### src/rtl/battousai_load_unit.sv
// battousai_load_unit: sequential load unit for the memory stage.
// Accepts a load, issues an aligned bus read, waits for the data, then
// extracts and sign/zero-extends the addressed bytes. Illegal funct3 and
// bus-word-crossing accesses return a fault without touching memory.
// Optional macro BATTOUSAI_LOAD_SPLIT_EN: crossing accesses are served by
// two consecutive bus reads instead of faulting.
module battousai_load_unit #(
    parameter int XLEN   = 64,
    parameter int ADDR_W = 64
) (
    input  logic              clk,
    input  logic              rst_n,
    input  logic              req_valid,
    output logic              req_ready,
    input  logic [31:0]       req_instr,
    input  logic [ADDR_W-1:0] req_addr,
    output logic              mem_rd_en,
    output logic [ADDR_W-1:0] mem_addr,
    input  logic [XLEN-1:0]   mem_rd_data,
    input  logic              mem_rd_valid,
    output logic              rsp_valid,
    input  logic              rsp_ready,
    output logic [XLEN-1:0]   rsp_data,
    output logic              rsp_fault
);

    localparam int         BYTES   = XLEN / 8;
    localparam int         OFF_W   = $clog2(BYTES);
    localparam logic [6:0] OP_LOAD = 7'd3;

    typedef enum logic [2:0] {
        S_IDLE,
        S_REQ,
        S_WAIT,
        S_RESP
`ifdef BATTOUSAI_LOAD_SPLIT_EN
        , S_REQ2
        , S_WAIT2
`endif
    } state_t;

    state_t state;

    // Request decode, evaluated on the live request bus
    logic [6:0]        opcode;
    logic [2:0]        funct3;
    logic              illegal_d;
    logic              sgn_d;
    logic              raw_d;
    logic [3:0]        size_d;
    logic [OFF_W-1:0]  off_d;
    logic              cross_d;
    logic              fault_d;
    logic [ADDR_W-1:0] aligned_d;

    // Fields of the accepted request
    logic [OFF_W-1:0]  off_p0;
    logic [3:0]        size_p0;
    logic              sgn_p0;
    logic              raw_p0;
`ifdef BATTOUSAI_LOAD_SPLIT_EN
    logic              cross_p0;
    logic [XLEN-1:0]   word0_p0;
`endif

    // Instruction bits outside opcode/funct3 carry no meaning here
    logic unused_instr;
    assign unused_instr = ^{req_instr[31:15], req_instr[11:7]};

    // Shift the (possibly two-word) read data down to the addressed byte,
    // keep size bytes and fill the upper bits with the sign or zeros.
    // Passthrough returns the first bus word untouched.
    function automatic logic [XLEN-1:0] extract(
        input logic [2*XLEN-1:0] pair,
        input logic [OFF_W-1:0]  off,
        input logic [3:0]        size,
        input logic              sgn,
        input logic              raw
    );
        logic [2*XLEN-1:0] shifted;
        logic [XLEN-1:0]   mask;
        logic              fill;
        shifted = pair >> {off, 3'b000};
        case (size)
            4'd1: begin mask = XLEN'(8'hFF);          fill = shifted[7];  end
            4'd2: begin mask = XLEN'(16'hFFFF);       fill = shifted[15]; end
            4'd4: begin mask = XLEN'(32'hFFFF_FFFF);  fill = shifted[31]; end
            default: begin mask = '1;                 fill = 1'b0;        end
        endcase
        fill = fill & sgn;
        if (raw)
            return pair[XLEN-1:0];
        return (shifted[XLEN-1:0] & mask) | ({XLEN{fill}} & ~mask);
    endfunction

    // Decode size/sign/legality and detect bus-word crossing
    always_comb begin
        opcode    = req_instr[6:0];
        funct3    = req_instr[14:12];
        raw_d     = (opcode != OP_LOAD);
        illegal_d = 1'b0;
        sgn_d     = 1'b0;
        size_d    = 4'd0;
        if (!raw_d) begin
            case (funct3)
                3'd0: begin size_d = 4'd1; sgn_d = 1'b1; end
                3'd1: begin size_d = 4'd2; sgn_d = 1'b1; end
                3'd2: begin size_d = 4'd4; sgn_d = 1'b1; end
                3'd3: begin
                    if (XLEN == 64) begin
                        size_d = 4'd8;
                        sgn_d  = 1'b1;
                    end else begin
                        illegal_d = 1'b1;
                    end
                end
                3'd4: size_d = 4'd1;
                3'd5: size_d = 4'd2;
                3'd6: size_d = 4'd4;
                default: illegal_d = 1'b1;
            endcase
        end
        off_d     = req_addr[OFF_W-1:0];
        cross_d   = !raw_d && !illegal_d && ((int'(off_d) + int'(size_d)) > BYTES);
        aligned_d = {req_addr[ADDR_W-1:OFF_W], {OFF_W{1'b0}}};
`ifdef BATTOUSAI_LOAD_SPLIT_EN
        fault_d   = illegal_d;
`else
        fault_d   = illegal_d || cross_d;
`endif
    end

    // Control FSM with registered handshake, bus and response outputs
    always_ff @(posedge clk or negedge rst_n) begin
        if (!rst_n) begin
            state     <= S_IDLE;
            req_ready <= 1'b1;
            mem_rd_en <= 1'b0;
            mem_addr  <= '0;
            rsp_valid <= 1'b0;
            rsp_data  <= '0;
            rsp_fault <= 1'b0;
            off_p0    <= '0;
            size_p0   <= '0;
            sgn_p0    <= 1'b0;
            raw_p0    <= 1'b0;
`ifdef BATTOUSAI_LOAD_SPLIT_EN
            cross_p0  <= 1'b0;
            word0_p0  <= '0;
`endif
        end else begin
            case (state)
                S_IDLE: begin
                    if (req_valid) begin
                        req_ready <= 1'b0;
                        off_p0    <= off_d;
                        size_p0   <= size_d;
                        sgn_p0    <= sgn_d;
                        raw_p0    <= raw_d;
`ifdef BATTOUSAI_LOAD_SPLIT_EN
                        cross_p0  <= cross_d;
`endif
                        if (fault_d) begin
                            rsp_valid <= 1'b1;
                            rsp_fault <= 1'b1;
                            rsp_data  <= '0;
                            state     <= S_RESP;
                        end else begin
                            mem_rd_en <= 1'b1;
                            mem_addr  <= aligned_d;
                            state     <= S_REQ;
                        end
                    end
                end
                S_REQ: begin
                    mem_rd_en <= 1'b0;
                    state     <= S_WAIT;
                end
                S_WAIT: begin
                    if (mem_rd_valid) begin
`ifdef BATTOUSAI_LOAD_SPLIT_EN
                        if (cross_p0) begin
                            word0_p0  <= mem_rd_data;
                            mem_rd_en <= 1'b1;
                            mem_addr  <= mem_addr + ADDR_W'(BYTES);
                            state     <= S_REQ2;
                        end else begin
                            rsp_data  <= extract({{XLEN{1'b0}}, mem_rd_data}, off_p0, size_p0, sgn_p0, raw_p0);
                            rsp_fault <= 1'b0;
                            rsp_valid <= 1'b1;
                            state     <= S_RESP;
                        end
`else
                        rsp_data  <= extract({{XLEN{1'b0}}, mem_rd_data}, off_p0, size_p0, sgn_p0, raw_p0);
                        rsp_fault <= 1'b0;
                        rsp_valid <= 1'b1;
                        state     <= S_RESP;
`endif
                    end
                end
`ifdef BATTOUSAI_LOAD_SPLIT_EN
                S_REQ2: begin
                    mem_rd_en <= 1'b0;
                    state     <= S_WAIT2;
                end
                S_WAIT2: begin
                    if (mem_rd_valid) begin
                        rsp_data  <= extract({mem_rd_data, word0_p0}, off_p0, size_p0, sgn_p0, raw_p0);
                        rsp_fault <= 1'b0;
                        rsp_valid <= 1'b1;
                        state     <= S_RESP;
                    end
                end
`endif
                S_RESP: begin
                    if (rsp_ready) begin
                        rsp_valid <= 1'b0;
                        req_ready <= 1'b1;
                        state     <= S_IDLE;
                    end
                end
                default: begin
                    mem_rd_en <= 1'b0;
                    rsp_valid <= 1'b0;
                    req_ready <= 1'b1;
                    state     <= S_IDLE;
                end
            endcase
        end
    end

endmodule

### config.mk
export PLATFORM = sky130hd
export DESIGN_NAME = battousai_load_unit
export DESIGN_NICKNAME = d
export VERILOG_FILES = /design/src/rtl/battousai_load_unit.sv
export SDC_FILE = /design/constraint.sdc
export NUM_CORES = 1
export LEC_CHECK = 0
export ABC_AREA = 1
export CAP_MARGIN = 0
export CORE_UTILIZATION = 47
export CTS_CLUSTER_DIAMETER = 100
export CTS_CLUSTER_SIZE = 24
export DETAILED_ROUTE_END_ITERATION = 8
export DONT_BUFFER_PORTS = 1
export PLACE_DENSITY = 0.6
export SYNTH_ARGS = -nofsm -noshare
export SYNTH_HDL_FRONTEND = slang
export SYNTH_SLANG_ARGS = --single-unit
### constraint.sdc
create_clock -name clk -period 5.2 [get_ports clk]
set_clock_uncertainty 0.05 [all_clocks]
set_input_delay 1.04 -clock clk [delete_from_list [all_inputs] [get_ports clk]]
set_output_delay 1.04 -clock clk [all_outputs]
set_load 0.03 [all_outputs]
==> flow_summary.json, run 1 <==
{
  "numPortBuffers": 0,
  "max_stage_delay_ns": 0.46,
  "cts_root_buffer": "clkbuf_16",
  "grt_pass1_wl_mm": 40.0,
  "rows": 48,
  "rsz0062_at_grt": "false",
  "avgViaCountPerCell": 5.58,
  "final_net_count": 1406,
  "cts_buffer_depth": 2,
  "status": "complete, no violations",
  "post_drt_wl_per_cell_um": 18.0,
  "clk_pin_slew_ns": 0.06,
  "critPathLaunchType": "input port",
  "path_cells": "nor2_1, nand2_1, nor2_2, inv_1, nor3_1, ha_1, inv_1, fa_1, xor2_1, nand3b_1, nand3_1, nand2_1, nand2_1, nand2_2, nor2_4, buf_4, nand2_1, nand2_1",
  "yosysSeqAreaShare": 0.409,
  "synthArstFlopShare": 1.00,
  "power_density_mw_per_mm2": 731,
  "whs_ns": 0.254,
  "drive_gt1_frac": 0.0554,
  "place_congestion": 0.915,
  "vias": 8202,
  "ir_drop_v": 0.000375,
  "clock_sinks": 140,
  "period_needed_ns": 3.94,
  "end_kind": "flop",
  "numCtsBuffers": 17,
  "die_area_sq_mm": 0.0188,
  "cp.required_ns": 5.51,
  "worstSetupPathType": "input port to flop",
  "synth_cell_types": 33,
  "chipHeight_um": 137,
  "slowest_stage": "buf_4",
  "maxCapViolCount": 0,
  "synth_area_sq_mm": 0.00856,
  "die_w_um": 137,
  "synth_edf_count": 0,
  "coreArea_sq_mm": 0.0175,
  "drt_iter0_markers": 685,
  "grt_max_degree": 141,
  "ys.flop_type": "dfrtp_1",
  "firstDrtPassIters": 6,
  "ys_seq_elements": 140,
  "p_leak_uw": 0.00463,
  "layout_commonest_cell": "nand2_1",
  "cpMostUsedCell": "nand2_1",
  "final_cell_mix": "513 x nand2_1, 183 x o21ai_0, 136 x dfrtp_1",
  "antenna_cells": 0,
  "dp.final_hpwl_mm": 18.5,
  "dp_slack_ns": 0.870,
  "drt-total-wl_mm": 26.4,
  "postCtsResizedCells": 0,
  "hold_class": "input port to async pin",
  "maxSlewViolCount": 0,
  "period_share": 0.757,
  "finalSetupViolCount": 0,
  "fmax_mhz": 254,
  "hold_buffers": 0,
  "setup_slack_ns": 1.26,
  "syn_avg_cell_area_sq_um": 6.65,
  "ant_nets": 0,
  "htree_levels": 4,
  "io_pins": 297,
  "grt_antenna_before_repair": 0,
  "arrival_ns": 4.24,
  "grt-ovfl-total": 0,
  "setup_tns_ns": 0,
  "postLayoutCoreUtil": 0.521,
  "clkLatencyLatePin_ns": 0.43,
  "grt_pass1_vias": 7428,
  "tightest_slew_ns": 0.867,
  "drc": 0,
  "grt.total_usage": 0.280,
  "cts_tree": "done",
  "hold_viol_final": 0,
  "syn_to_final_growth_pct": 6.73,
  "yosysWarnings": 0,
  "cp_max_fo": 41,
  "cts_setup_buffers": 0,
  "max-slew-margin-rel": 0.421,
  "synth_cells": 1288,
  "start_util": 0.488
}
## state kept, by name, indices dropped and copies added (netlist names), 2 cells and up
signal    cells
mem_addr     61
off_p0        3
rsp_data     64
size_p0       4
state         2
## synth_stat cells (2+ instances only)
library cell  count  area share
a21oi_1          70       0.041
buf_1            14      0.0061
buf_2            39       0.023
buf_4             8      0.0070
buf_6             2      0.0026
clkbuf_1         32       0.014
clkinv_1          2     0.00088
dfrtp_1         139        0.41
ha_1              7       0.010
inv_1            66       0.029
inv_2             2     0.00088
mux2i_1           2      0.0023
nand2_1         514        0.23
nand2_2           3      0.0022
nand3_1          62       0.036
nand4_1          11      0.0080
nor2_1           71       0.031
nor2_2            4      0.0029
nor3_1            7      0.0041
o211ai_1         10      0.0088
o21ai_0         183        0.11
o21ai_1          22       0.013
o22ai_1           4      0.0029
o31ai_1           3      0.0026
or2_2             3      0.0022
## worst max-delay path: cells and delay by family
family | cells | cell delay [ns]
adders and majority gates | 2 | 0.63
buffers and inverters | 3 | 0.64
and+or+nand+nor | 12 | 1.73
xor gates and xnor gates | 1 | 0.17
## worst paths after layout
check	startpoint	to	slack, ns	cells after the start
worst max-delay path	req_instr[5]	mem_addr[16]$_DFFE_PN0P_	1.26	18
worst min-delay path	rst_n	rsp_data[47]$_DFFE_PN0P_	0.25	0
worst max register to register	off_p0[0]$_DFFE_PN0P_	rsp_data[12]$_DFFE_PN0P_	2.03	12
worst min register to register	size_p0[2]$_DFFE_PN0P_	size_p0[2]$_DFFE_PN0P_	0.46	2
max in group asynchronous	rst_n	req_ready$_DFFE_PN1P_	4.58	0
min in group clk	size_p0[2]$_DFFE_PN0P_	size_p0[2]$_DFFE_PN0P_	0.46	2
## kinds of logic after synthesis
family | after synthesis | share of synthesized area
simple gates | 678 | 0.315
compound gates | 293 | 0.176
buf+inv | 165 | 0.0833
flops | 140 | 0.409
fa+ha+maj | 8 | 0.0126
mux | 2 | 0.00234
other cells | 1 | 0.000438
xor+xnor | 1 | 0.00102
## layout make-up
cell class | instances | area (sq um)
clock buffers | 18 | 429
clock inverters | 14 | 150
fillers | 1842 | 8400
inverters | 70 | 263
multi-input cells | 985 | 4370
flip-flops and latches | 140 | 3510
well taps | 225 | 282
repair buffers | 19 | 143
## report_power, final
group / leakage [uW] / internal, uW / switching [uW]
sequential: 0.00181 / 1520 / 1100
combinational: 0.00254 / 871 / 1980
clock: 0.000276 / 679 / 527
## metal layers
| metal | GRT usage | wire length [um] |
|---|---|---|
| met5 | 0 | 0 |
| met4 | 0.136 | 905 |
| met3 | 0.0830 | 2600 |
| met2 | 0.426 | 11800 |
| met1 | 0.362 | 11100 |
## through the flow
| step | power [uW] | std cells | cell area, sq um |
|---|---|---|---|
| final | 6680 | 1471 | 9140 |
| after global routing | 7210 | 1471 | 9140 |
| after CTS | 6690 | 1471 | 9140 |
| after detailed placement | 5460 | 1439 | 8560 |
| after global placement | 5420 | 1439 | 8560 |
| after floorplan | 4810 | 1290 | 8570 |
Power figures use the tool's default switching activity.
==> run 2, diff against run 1 <==
PLACE_DENSITY = 0.62   (was 0.6)
clock period = 3.55 ns   (was 5.2 ns; I/O delays follow)
==> flow_summary.json, run 2 (synthesized netlist as in run 1, its figures left out) <==
{
  "crit_buf_inv": 4,
  "dp_slack_ns": -0.0211,
  "period_share": 0.887,
  "clk_pin_slew_ns": 0.07,
  "p_int_uw": 4620,
  "drive_gt1_frac": 0.0659,
  "cts_root_buffer": "clkbuf_16",
  "grt.total_usage": 0.290,
  "seqPwrFrac": 0.388,
  "postCtsResizedCells": 0,
  "cp_top_family": "simple AND/OR/NAND/NOR gates",
  "clkLatencyLatePin_ns": 0.43,
  "final_cell_mix": "513 x nand2_1, 183 x o21ai_0, 136 x dfrtp_1",
  "drc": 0,
  "grt_max_degree": 141,
  "firstDrtPassIters": 6,
  "violations": "negative hold slack",
  "multi_input_area_sq_mm": 0.00437,
  "switching_power_uw": 5360,
  "grt_pass1_wl_mm": 41.5,
  "setup_tns_ns": 0,
  "vias": 8311,
  "grt-ovfl-total": 0,
  "rsz0062_at_grt": "false",
  "cp_max_fo": 8,
  "ir_drop_v": 0.000538,
  "slowest_stage": "fa_1",
  "hold_viol_final": 139,
  "regMostFlops": "rsp_data",
  "cts_setup_buffers": 0,
  "clockPowerShare": 0.178,
  "arrival_ns": 3.44,
  "numPortBuffers": 0,
  "cts_buffer_depth": 2,
  "max_stage_delay_ns": 0.40,
  "maxCapViolCount": 0,
  "ant_nets": 0,
  "power_density_mw_per_mm2": 1070,
  "critPathLaunchType": "input port",
  "largest_register_ff_count": 64,
  "rrSetupSlack_ns": 0.93,
  "tightest_slew_ns": 0.641,
  "worstSetupPathType": "input port to flop",
  "reg_top3": "rsp_data (64), mem_addr (61), size_p0 (4)",
  "end_kind": "flop",
  "power.total_uw": 9980,
  "clock_sinks": 140,
  "avgViaCountPerCell": 5.60,
  "chipHeight_um": 137,
  "swShare": 0.537,
  "post_drt_wl_per_cell_um": 18.1,
  "die_w_um": 137,
  "dp.final_hpwl_mm": 19.0,
  "coreArea_sq_mm": 0.0175,
  "syn_to_final_growth_pct": 8.56,
  "grt_antenna_before_repair": 0,
  "rows": 48,
  "finalSetupViolCount": 0,
  "dp.cells": 1453,
  "htree_levels": 4,
  "place_congestion": 0.955,
  "maxSlewViolCount": 0,
  "fillCellCount": 1808,
  "path_cells": "nor2_1, nand2_1, nor2_2, inv_1, nor3_1, ha_1, inv_1, fa_1, o21ai_0, nand3_1, nand2_1, inv_1, nand2_1, nand2_1, nand2_2, nand3_1, buf_4, o21ai_1",
  "whs_ns": -0.0788,
  "stdcell_count": 1485,
  "max-slew-margin-rel": 0.573,
  "combPwrFrac": 0.434,
  "final_net_count": 1420,
  "drt_iter0_markers": 759,
  "cts_tree": "done",
  "seq_area_sq_mm": 0.00351,
  "grt_pass1_vias": 7671,
  "cp.required_ns": 3.84,
  "p_leak_uw": 0.00471,
  "status": "finished with violations",
  "numCtsBuffers": 17,
  "drt-total-wl_mm": 26.9,
  "setup_slack_ns": 0.402,
  "period_needed_ns": 3.15,
  "layout_commonest_cell": "nand2_1",
  "hold_class": "input port to async pin",
  "io_pins": 297,
  "die_area_sq_mm": 0.0188,
  "fmax_mhz": 318,
  "antenna_cells": 0,
  "start_util": 0.488,
  "cpMostUsedCell": "nand2_1"
}
[run 2: cell types whose count changed in the layout (fill, tap and decap cells not counted), sizes merged]
cell | previous run | this run
clkinvlp | 3 | 4
buf | 19 | 33
clkinv | 4 | 5
inv | 76 | 74
[run 2: area by class of cell]
type                            instances  area share
Clock inverter                         14      0.0163
Clock buffer                           18      0.0462
Inverter                               70      0.0283
Multi-Input combinational cell        985       0.470
Timing Repair Buffer                   33      0.0320
Tap cell                              225      0.0303
Sequential cell                       140       0.377
[run 2: final timing paths]
path | start | endpoint | cells after the start
min reg2reg | size_p0[2]$_DFFE_PN0P_ | size_p0[2]$_DFFE_PN0P_ | 2
max | req_instr[5] | rsp_data[2]$_DFFE_PN0P_ | 18
max in group asynchronous | rst_n | req_ready$_DFFE_PN1P_ | 0
max reg2reg | state[0]$_DFFE_PN0P_ | rsp_data[2]$_DFFE_PN0P_ | 10
min | rst_n | rsp_data[44]$_DFFE_PN0P_ | 0
min in group clk | req_instr[14] | sgn_p0$_DFFE_PN0P_ | 1
[run 2: power by group through the flow]
| stage | combinational (uW) | sequential, uW | clock (uW) |
|---|---|---|---|
| floorplan | 3330 | 3720 | 0 |
| global placement | 4210 | 3910 | 0 |
| detailed placement | 4260 | 3910 | 0 |
| CTS | 4270 | 3890 | 1800 |
| global route | 4920 | 3980 | 1870 |
| finish | 4330 | 3880 | 1770 |
[run 2: routing by layer]
layer | part of all wire | GRT usage | up-vias
met2 | 0.44 | 0.430 | 366
met4 | 0.033 | 0.133 | 0
li1 | - | - | 4074
met1 | 0.42 | 0.382 | 3819
met3 | 0.11 | 0.0967 | 52
met5 | 0 | 0 | -
[run 2: through the flow]
stage	hold slack (ns)	cell area, sq um	utilization
after floorplan	0.364	8570	-
after global placement	0.368	8720	0.497
after detailed placement	0.368	8720	0.497
after CTS	-0.0886	9300	0.530
after global routing	-0.0927	9300	0.530
final	-0.0788	9300	0.530
==> edit (config.mk and constraints of run 2) <==
Build with the macro `BATTOUSAI_LOAD_SPLIT_EN` defined.
--- a/src/rtl/battousai_load_unit.sv
+++ b/src/rtl/battousai_load_unit.sv
@@ -6,2 +6,4 @@
 // two consecutive bus reads instead of faulting.
+`define BATTOUSAI_LOAD_SPLIT_EN
+
 module battousai_load_unit #(
Formal check against the unedited RTL: not equivalent (a bounded check fails within 4 cycles, from zero or initial values and one cycle with rst_n low).
==> edit against run 2 <==
Register-to-register slack worse by 0.32 ns; global-route usage is 7.0 points higher; cell area is 90% higher; sequential cell count is 66 higher; cell count is 110% higher; the run ends with design-rule violations, negative hold slack left; wire length grew to 2.5 times the old value; highest routed layer is now met5; total power is 87% higher; setup slack better by 0.21 ns; non-clock buffer count is 4 higher; sequential power is 57% higher; area after synthesis is 100% higher; synthesized cell count is 120% higher.
==> edit: results (changes against run 2) <==
- Sequential cell area share: 0.292 (-0.0850)
- Initial antenna violation count: 4 (+4)
- Worst Setup EP: rsp_data[55]$_DFFE_PN0P_
- CP max-delay cell: dfrtp_4
- Gp weighted congestion: 0.966 (+1.2%)
- Non-filler cells, final: 3149 (+110%)
- Largest net degree at the start of global routing: 207 (+47%)
- Largest registers: rsp_data (64), word0_p0 (64), mem_addr (61)
- Area of the multi-input gates: 10300 um^2 (+140%)
- Top routing layer in use: met5
- Gr usage total: 0.361 (+0.0701)
- Power share of the combinational group: 0.577 (+0.143)
- P_int: 7.56 mW (+63%)
- Post-DR wirelength/cell: 21.6 um (+19%)
- M1 WL: 27800 um (+150%)
- GR Layer Usage met3: 0.0765 (-0.0201)
- Synth cell types: 55 (+67%)
- Layout filler cell count: 3800 (+110%)
- WL met2: 30400 um (+150%)
- Crit path from: off_p0[0]$_DFFE_PN0P_
- Status: complete, but fails checks
- Cts bufs inserted: 14 (-3)
- Worst hold slack: -0.156 ns (-0.0775 ns)
- CTS sink cnt: 206 (+47%)
- Count of non-CTS inverters in the layout: 213 (+200%)
- Final hold violation count: 176 (+27%)
- DP HPWL: 47900 um (+150%)
- Switching power: 11.1 mW (+110%)
- Seq/Total Area, Yosys: 0.299 (-0.110)
- Layout non-clock buf frac: 0.0200 (-0.0121)
- Final net count: 2850 (+100%)
- Synth area leaders: dfrtp_1, nand2_1, o21ai_0
- Dpl cell area: 17200 um^2 (+98%)
- Met1 Resource Use GR: 0.480 (+0.0980)
- Clock Latency Late Sink: 0.52 ns (+0.09 ns)
- Cells after Synth: 2813 (+120%)
- Worst r2r path cells: 16 (+6)
- Residual DRC: 16 (+16)
- Multi-input gates: 2208 (+120%)
- Failing checks: design-rule violations, negative hold slack
- Dpl ws: 0.479 ns (+0.500 ns)
edit: cell count changes in the layout (fill, tap and decap cells not counted), sizes merged, moves of 11 or more:
| cell | before | now |
|---|---|---|
| o211ai | 10 | 91 |
| inv | 74 | 216 |
| nand3 | 63 | 166 |
| nand4 | 11 | 34 |
| a21oi | 70 | 172 |
| dfrtp | 139 | 205 |
| nor3 | 7 | 51 |
| xor2 | 1 | 14 |
| nand2 | 517 | 1090 |
| a31oi | 1 | 12 |
| o21ai | 205 | 317 |
| nor2 | 76 | 192 |
edit: cells by family (layout without fill, tap and decap cells):
logic type | count (synthesis) | count (layout) | synth area share
simple gates | 1549 | 1549 | 0.369
compound gates | 617 | 617 | 0.205
buf+inv | 401 | 274 | 0.104
flops | 206 | 206 | 0.299
xor+xnor | 22 | 22 | 0.0112
mux | 12 | 12 | 0.00697
fa+ha+maj | 5 | 5 | 0.00407
other cells | 1 | 3 | 0.000218
